--- src/rtl/core_pkg.sv ---
// Shared definitions for the RV32I core front end: widths, reset constants,
// fetch FSM encodings and the fetch packet carried into the IF/ID register.
package core_pkg;

  localparam int unsigned XLEN = 32;

  localparam logic [XLEN-1:0] NOP_INST     = 32'h0000_0013;
  localparam logic [XLEN-1:0] RESET_PC_DEF = 32'h0000_0000;

  // Fetch FSM encodings
  typedef logic [1:0] fetch_state_t;
  localparam fetch_state_t S_REQ  = 2'd0;
  localparam fetch_state_t S_WAIT = 2'd1;
  localparam fetch_state_t S_DROP = 2'd2;
  localparam fetch_state_t S_BUF  = 2'd3;

  // Instruction plus the PC it was fetched from
  typedef struct packed {
    logic [XLEN-1:0] inst;
    logic [XLEN-1:0] pc;
  } fetch_pkt_t;

  // Sequential PC; wraps modulo 2^32
  function automatic logic [XLEN-1:0] pc_plus4(input logic [XLEN-1:0] pc);
    return pc + XLEN'(4);
  endfunction

endpackage

--- src/rtl/if_id_reg.sv ---
// IF/ID pipeline register: flush beats load beats hold; a consumed entry
// with nothing new behind it becomes a bubble.
module if_id_reg
  import core_pkg::*;
#(
  parameter logic [XLEN-1:0] NOP = NOP_INST
) (
  input  logic            clk,
  input  logic            rst,
  input  logic            load_i,
  input  logic            flush_i,
  input  logic            stall_i,
  input  fetch_pkt_t      pkt_i,
  output logic            valid_o,
  output logic [XLEN-1:0] inst_o,
  output logic [XLEN-1:0] pc_o,
  output logic [XLEN-1:0] pc_plus4_o
);

  logic            valid_q, valid_d;
  logic [XLEN-1:0] inst_q, inst_d;
  logic [XLEN-1:0] pc_q, pc_d;
  logic [XLEN-1:0] pc4_q, pc4_d;

  // Next-state selection for the pipeline register
  always_comb begin
    valid_d = valid_q;
    inst_d  = inst_q;
    pc_d    = pc_q;
    pc4_d   = pc4_q;
    if (flush_i) begin
      valid_d = 1'b0;
      inst_d  = NOP;
    end else if (load_i) begin
      valid_d = 1'b1;
      inst_d  = pkt_i.inst;
      pc_d    = pkt_i.pc;
      pc4_d   = pc_plus4(pkt_i.pc);
    end else if (valid_q && !stall_i) begin
      valid_d = 1'b0;
    end
  end

  // State register with NOP reset contents
  always_ff @(posedge clk) begin
    if (rst) begin
      valid_q <= 1'b0;
      inst_q  <= NOP;
      pc_q    <= '0;
      pc4_q   <= XLEN'(4);
    end else begin
      valid_q <= valid_d;
      inst_q  <= inst_d;
      pc_q    <= pc_d;
      pc4_q   <= pc4_d;
    end
  end

  assign valid_o    = valid_q;
  assign inst_o     = inst_q;
  assign pc_o       = pc_q;
  assign pc_plus4_o = pc4_q;

endmodule

--- src/rtl/fetch_if_id.sv ---
// Instruction fetch: PC generation, single-outstanding imem handshake,
// one-entry skid buffer for stalled responses, redirect handling, and the
// IF/ID register feeding decode.
module fetch_if_id
  import core_pkg::*;
#(
  parameter logic [XLEN-1:0] RESET_PC = RESET_PC_DEF,
  parameter logic [XLEN-1:0] NOP      = NOP_INST
) (
  input  logic            clk,
  input  logic            rst,
  output logic            imem_req_valid,
  input  logic            imem_req_ready,
  output logic [XLEN-1:0] imem_req_addr,
  input  logic            imem_resp_valid,
  input  logic [XLEN-1:0] imem_resp_data,
  input  logic            stall,
  input  logic            redirect_valid,
  input  logic [XLEN-1:0] redirect_pc,
  output logic            id_valid,
  output logic [XLEN-1:0] id_inst,
  output logic [XLEN-1:0] id_pc,
  output logic [XLEN-1:0] id_pc_plus4
);

  fetch_state_t    state_q, state_d;
  logic [XLEN-1:0] pc_q, pc_d;
  logic [XLEN-1:0] req_pc_q, req_pc_d;
  fetch_pkt_t      buf_q, buf_d;

  logic       req_hs_c;
  logic       accept_c;
  logic       load_c;
  fetch_pkt_t resp_pkt_c;
  fetch_pkt_t load_pkt_c;

  // Request is only offered from S_REQ and never while in reset
  assign imem_req_valid = (state_q == S_REQ) && !rst;
  assign imem_req_addr  = pc_q;
  assign req_hs_c       = imem_req_valid && imem_req_ready;
  assign accept_c       = !id_valid || !stall;
  assign resp_pkt_c     = '{inst: imem_resp_data, pc: req_pc_q};

  // Fetch FSM next-state, PC update and IF/ID load selection
  always_comb begin
    state_d    = state_q;
    pc_d       = pc_q;
    req_pc_d   = req_pc_q;
    buf_d      = buf_q;
    load_c     = 1'b0;
    load_pkt_c = resp_pkt_c;
    case (state_q)
      S_REQ: begin
        if (req_hs_c) begin
          req_pc_d = pc_q;
          pc_d     = pc_plus4(pc_q);
          state_d  = S_WAIT;
        end
        if (redirect_valid) begin
          pc_d = redirect_pc;
          if (req_hs_c) state_d = S_DROP;
        end
      end
      S_WAIT: begin
        if (redirect_valid) begin
          pc_d    = redirect_pc;
          state_d = imem_resp_valid ? S_REQ : S_DROP;
        end else if (imem_resp_valid) begin
          if (accept_c) begin
            load_c  = 1'b1;
            state_d = S_REQ;
          end else begin
            buf_d   = resp_pkt_c;
            state_d = S_BUF;
          end
        end
      end
      S_DROP: begin
        if (redirect_valid) pc_d = redirect_pc;
        if (imem_resp_valid) state_d = S_REQ;
      end
      S_BUF: begin
        if (redirect_valid) begin
          pc_d    = redirect_pc;
          state_d = S_REQ;
        end else if (!stall) begin
          load_c     = 1'b1;
          load_pkt_c = buf_q;
          state_d    = S_REQ;
        end
      end
      default: state_d = S_REQ;
    endcase
  end

  // Fetch state, PC and buffer registers
  always_ff @(posedge clk) begin
    if (rst) begin
      state_q  <= S_REQ;
      pc_q     <= RESET_PC;
      req_pc_q <= '0;
      buf_q    <= '0;
    end else begin
      state_q  <= state_d;
      pc_q     <= pc_d;
      req_pc_q <= req_pc_d;
      buf_q    <= buf_d;
    end
  end

  if_id_reg #(
    .NOP(NOP)
  ) u_if_id (
    .clk        (clk),
    .rst        (rst),
    .load_i     (load_c),
    .flush_i    (redirect_valid),
    .stall_i    (stall),
    .pkt_i      (load_pkt_c),
    .valid_o    (id_valid),
    .inst_o     (id_inst),
    .pc_o       (id_pc),
    .pc_plus4_o (id_pc_plus4)
  );

endmodule

--- config.mk ---
export PLATFORM = sky130hd
export DESIGN_NAME = fetch_if_id
export DESIGN_NICKNAME = d
export VERILOG_FILES = /design/src/rtl/core_pkg.sv /design/src/rtl/if_id_reg.sv /design/src/rtl/fetch_if_id.sv
export SDC_FILE = /design/constraint.sdc
export NUM_CORES = 1
export LEC_CHECK = 0
export ABC_AREA = 1
export BUFFER_PORTS_ARGS = -buffer_cell sky130_fd_sc_hd__buf_4
export CORE_ASPECT_RATIO = 0.7
export CORE_MARGIN = 10
export CORE_UTILIZATION = 60
export DETAILED_ROUTE_END_ITERATION = 10
export GPL_TIMING_DRIVEN = 0
export HOLD_SLACK_MARGIN = 0.12
export PLACE_DENSITY_LB_ADDON = 0.1
export SYNTH_ARGS = -nofsm -noshare
export SYNTH_HDL_FRONTEND = slang
export SYNTH_HIERARCHICAL = 1
export SYNTH_SLANG_ARGS = --single-unit
--- constraint.sdc ---
create_clock -name clk -period 7.3 [get_ports clk]
set_input_delay 1.095 -clock clk [delete_from_list [all_inputs] [get_ports clk]]
set_output_delay 1.095 -clock clk [all_outputs]
set_load 0.01 [all_outputs]
After elaboration in Yosys (flattened, before gate mapping)
Cells that the tools add are included.
{"block": "word_totals", "reg_bits": 227, "latch_bits": 0, "mem_count": 0, "mem_bits_rw": 0, "rom_bits": 0, "inputBits": 70}
{"block": "op_classes", "bitwise_logic": 2, "n_mux": 26, "reduce_logical": 16, "n_lt_le_gt_ge": 0, "n_mul": 0, "n_eq_ne": 8, "n_shift": 0, "n_addsub": 2, "div_mod_pow": 0}
{"op": "two-way mux 64 bit", "n": 3}
{"op": "two-way mux 32 bit", "n": 3}
{"op": "adder 32 x 3 -> 32 bit, second input constant", "n": 2}
{"op": "case mux 32 bit (2 select lines)", "n": 1}
{"op": "two-way mux 2 bit", "n": 10}
{"op": "inequality test 3 bit, second input constant", "n": 3}
{"op": "case mux 2 bit (4 select lines)", "n": 1}
{"op": "two-way mux 1 bit", "n": 7}
{"op": "AND reduction 2 bit", "n": 3}
{"op": "equality test 2 bit, second input constant", "n": 2}
{"op": "AND reduction 4 bit", "n": 1}
{"op": "logical AND 1 bit", "n": 3}
{"op": "logical NOT 1 bit", "n": 3}
{"op": "AND reduction 3 bit", "n": 1}
{"op": "OR reduction 3 bit", "n": 1}
{"op": "equality test 2 x 1 -> 1 bit, second input constant", "n": 1}
{"op": "logical NOT 2 bit", "n": 1}
{"op": "inequality test 2 x 1 -> 1 bit, second input constant", "n": 1}
{"op": "inequality test 2 bit, second input constant", "n": 1}
{"op": "inverter 1 bit", "n": 2}
{"op": "case mux 1 bit (2 select lines)", "n": 1}
{"op": "nonzero test 2 bit", "n": 1}
{"op": "OR reduction 2 bit", "n": 1}
{"op": "logical OR 1 bit", "n": 1}

Longest topological paths before layout
{"block": "logic_depth", "word_depth": 7, "depth_mapped": 16}

Cells and area by module
Netlist, hierarchy kept.
{"mod": "fetch_if_id", "cells_per_inst": 970, "area_each_um2": 6498.7, "instances": 1}
{"mod": "if_id_reg", "cells_per_inst": 617, "area_each_um2": 4161.5, "instances": 1}

Worst setup path before layout
OpenSTA, ideal clock, no wires.
{"block": "synth_timing", "path_type": "input -> register", "startpoint": "input port redirect_valid", "endpoint": "register u_if_id.pc4_q[26], in the netlist u_if_id/pc_plus4_o[26]", "n_path_buf": 3, "arrival_ps": 2943, "setup_time_ps": 110, "path_slack_ps": 4247, "cell_stages": 16, "required_time_ps": 7190, "path_cell_list": "buf_6 > nor2_1 > nand3_1 > buf_2 > buf_2 > a21oi_1 > ha_1 > nand2_1 > nor2_2 > nand2_2 > nor2_2 > nand2_1 > nand2_1 > nand3_1 > nand2_1 > inv_1"}
{"item": "start: declaration", "line_no": "fetch_if_id.sv:18", "text": "input logic redirect_valid,"}
{"item": "end signal: assignment", "line_no": "if_id_reg.sv:55", "text": "pc4_q <= pc4_d;"}
{"item": "end: declaration", "line_no": "if_id_reg.sv:23", "text": "logic [XLEN-1:0] pc4_q, pc4_d;"}

==> summary.txt <==
Outcome
  – Status: completed

Timing
  – Slew of the pin with the lowest slew margin: roughly 0.65 ns
  – Min Tclk post-route: roughly 3.4 ns
  – Maximum clock frequency: 295.6 MHz
  – Hold violation count in the final report: 0
  – RSZ-0062 raised after global routing: no
  – Final Hold Slack: between 0.4 and 0.5 ns
  – Post-route fraction of the period consumed by the critical path: 46.34%
  – Number of slew-limit violations in the final report: 0
  – Final setup violation count: 0
  – Final sum of negative setup slack: 0 ns
  – Slack of the critical path: 3.917 ns
  – Worst clock skew on the final layout: between 0.01 and 0.015 ns
  – Slew HR: about 57%

Layout
  – Area Overhead vs Synth: 23.78%
  – Number of standard cells in the layout, taps in and fillers out: just over 2000
  – Fill cell instance count of the final layout: 1373
  – Fraction of final layout cells with drive strength greater than 1: 18.35%
  – FF+latch area: between 0.004 and 0.005 sq mm
  – Final Net Count: roughly 1900
  – Final instance area: roughly 0.013 sq mm
  – Total area of multi-input combinational cells: 0.005075 sq mm
  – # diodes: 0

Synthesis
  – Yosys synthesis warning count: 6
  – Fraction of post-synthesis cell area in the top cell type by area: a little over two fifths
  – Flops & latches, synth: between 200 and 250
  – Largest family of logic cells by synthesized area: simple AND/OR/NAND/NOR gates
  – Net Count, Synth: around 1700
  – Synth top cells by count: nand2_1, dfxtp_1, a21oi_1, nor2_1, o21ai_0
  – Post-synthesis cell count: between 1500 and 2000
  – Post-synthesis instance area: around 0.011 sq mm
  – Async S/R FF share, synth: 0%
  – Basic-gate share of the synthesized area counting and, or, nand and nor cells: 27.81%
  – Post-synthesis sequential area ratio: a little over two fifths
  – Avg Inst Size Synth: about 6.7 sq um
  – Multiplexer share of the synthesized area: 0%
  – Post-synthesis compound-gate area fraction: between 10% and 20%
  – Number of synthesized flops with an enable pin: 0
  – Xor and xnor fraction of the mapped netlist area: 0.3286%
  – Dominant synthesized flop cell: dfxtp_1
  – Top post-synthesis cells by area: dfxtp_1, nand2_1, a21oi_1, o21ai_0, nor2_1
  – Cell taking the most area after synthesis: dfxtp_1
  – Number of distinct library cells after synthesis: 39
  – Synth Area in Adders: less than 1%
  – Leading cell type by number of instances after synthesis: nand2_1

Power and ir drop
  – Internal Dissipation: ~2200 uW
  – Peak supply drop: ~190 uV
  – Proportion of power drawn by combinational gates: roughly 17%
  – Relative contribution of sequential cells to total power: roughly 44%
  – Power density normalized to cell area: approximately 230 mW/mm^2
  – Switching component of the power: ~890 uW
  – Static leakage: about 0.0056 uW
  – Share of total power in the clock network: 38.6%
  – Switching power share of the total: about 29%

Clocking
  – Number of clock buffers inserted by TritonCTS: 22
  – Hold buffer count at cts: 0
  – Clock edge transition at the registers on the reported setup and hold paths: around 0.07 ns
  – Number of gates resized after cts: 0
  – Buffer levels on the longest clock path: 3
  – Root Buffer Master: clkbuf_16
  – TritonCTS clock tree: done
  – Latest clock arrival within the worst-skew pair: just over 0.5 ns
  – Max H-tree Level: 1
  – Post-CTS setup buffer count: 0
  – Clock sink count: ~230

Setup path
  – R2R setup slack: between 4 and 5 ns
  – Most common cell on crit path: nor2_1
  – Setup Crit Path Kind: in -> reg
  – Kind of start point of the critical path: input pin
  – Peak per-stage delay on the critical path: 0.36 ns
  – Type of element capturing the critical path: flip-flop
  – Worst-path cell with the longest stage delay: a21oi_1
  – Cells along the critical path: buf_4 > buf_6 > nor2_1 > nand3_1 > buf_2 > buf_2 > a21oi_1 > ha_1 > nand2_1 > nor2_2 > nand2_1 > nor2_1 > a21oi_1 > nor2_1 > nor2_1
  – Crit path DAT: ~3.8 ns
  – Required time of the critical path: ~7.7 ns
  – Maximum fanout along the worst path: 10

Global route
  – Pin count of the biggest net entering global routing: 16
  – Total Routing Usage GR: 29.88%
  – GRT Residual Overflow: 0
  – Number of global-route vias before repair: ~11000
  – Initial antenna violation count: 0
  – Global-route wire length before repair: 58620 um

Floorplan
  – Initial core utilization: 61.56%
  – Number of standard-cell rows in the floorplan: 40
  – Std-Cell Core Area: about 0.017 sq mm
  – Full die area: approximately 0.024 sq mm
  – Ports placed on the boundary: 200
  – Height of the die: ~130 um
  – Die X-Extent: around 180 um

Worst hold path
  – Worst hold path class: reg -> reg

Route
  – DRC violation count after routing: 0
  – Via-per-instance ratio: between 5 and 6
  – Number of DRC markers in iteration 0: ~1600
  – Detailed-route via count: 11820
  – ANT nets after route: 0
  – Total wire length after detailed routing: between 30000 and 40000 um
  – Iteration count of the initial detailed-routing pass: 8
  – Wire length per cell after detailed routing: 18.03 um

Flow run
  – Number of maximum-capacitance constraint violations: 0

Place
  – Placement Cell Area: approximately 0.012 sq mm
  – Estimated wirelength of the detail-placed design: 28020 um
  – Buffers added on ports: 199
  – Setup slack at placement: roughly 3.5 ns
  – Gp weighted congestion: about 0.97
  – Placed insts: approximately 2000
layout make-up:
cell class | count | area share, %
buffer | 91 | 3.698
inverter | 156 | 4.495
clock inverter | 10 | 0.8344
tap | 231 | 2.190
sequential | 225 | 34.14
multi-input combinational | 1115 | 38.46
clock buffer | 30 | 4.864
timing repair buffer | 199 | 11.32
worst paths after layout:
path / startpoint / to / cells past startpoint
setup / recovery: redirect_valid / u_if_id/pc_plus4_o[24] / 15
hold / removal: buf_q[44] / buf_q[44] / 2
setup reg to reg: flip-flop / u_if_id/pc_plus4_o[24] / 12
hold reg to reg: buf_q[44] / buf_q[44] / 2
flip-flops by register name (all words and copies together), names as in the netlist, named ones only:
register and cells:
req_pc_q 32, imem_req_addr 32, u_if_id/inst_o 32, u_if_id/pc_plus4_o 30
u_if_id/valid_o 1, u_if_id/pc_o 32, buf_q 64
layout by cell type, fill, tap and decap left out, drive strengths merged:
master / Yosys / final
o22ai: 1 / 1
dfxtp: 225 / 225
xnor2: 1 / 1
nand4: 3 / 3
o21ai: 184 / 184
a31oi: 5 / 5
and2: 2 / 2
a211oi: 14 / 14
a22oi: 1 / 1
o21bai: 1 / 1
clkbuf: 33 / 63
clkinvlp: 0 / 4
nand3: 102 / 102
a21o: 2 / 2
bufinv: 0 / 2
nor2: 207 / 207
or2: 6 / 6
xor2: 3 / 3
nor3: 10 / 10
nand3b: 1 / 1
buf: 58 / 257
a21oi: 191 / 191
ha: 2 / 2
inv: 154 / 154
nand2: 379 / 379
clkinv: 2 / 6
stage by stage:
| step | power (uW) | util (%) |
|---|---|---|
| finish | 3046 | 76.20 |
| global route | 3146 | 76.20 |
| CTS | 3033 | 76.20 |
| detailed placement | 1879 | 71.86 |
| global placement | 1867 | 71.86 |
| floorplan | 1657 | - |
worst max-delay path, delay by kind of cell:
| kind | cells | cell delay (ns) |
|---|---|---|
| simple gates | 8 | 1.15 |
| buf+inv | 4 | 0.72 |
| compound gates | 2 | 0.48 |
| fa+ha+maj | 1 | 0.28 |
routing by layer:
layer  share of wire (%)  up-vias  GRT usage [%]  routed length, um
li1                    -     5572              -                  -
met1                  42     5437          41.53              15490
met2                  43      730          45.33              15940
met3                  13       77          7.270               4795
met4                 2.3        0          7.269                860
met5                   0        -              0                  0
kinds of logic (layout without fill, tap and decap cells):
| logic type | Yosys count | in the layout |
|---|---|---|
| fa+ha+maj | 2 | 2 |
| xor+xnor | 4 | 4 |
| simple gates | 710 | 710 |
| compound gates | 399 | 399 |
| buf+inv | 247 | 486 |
| flops | 225 | 225 |
power groups by stage:
stage,clock network [uW],registers [uW],logic [uW]
CTS,1180,1350,509
detailed placement,0,1380,504
finish,1180,1350,519
global placement,0,1370,493
global route,1220,1360,568
floorplan,0,1370,286
Note: power is estimated with default switching activity, not from simulation.
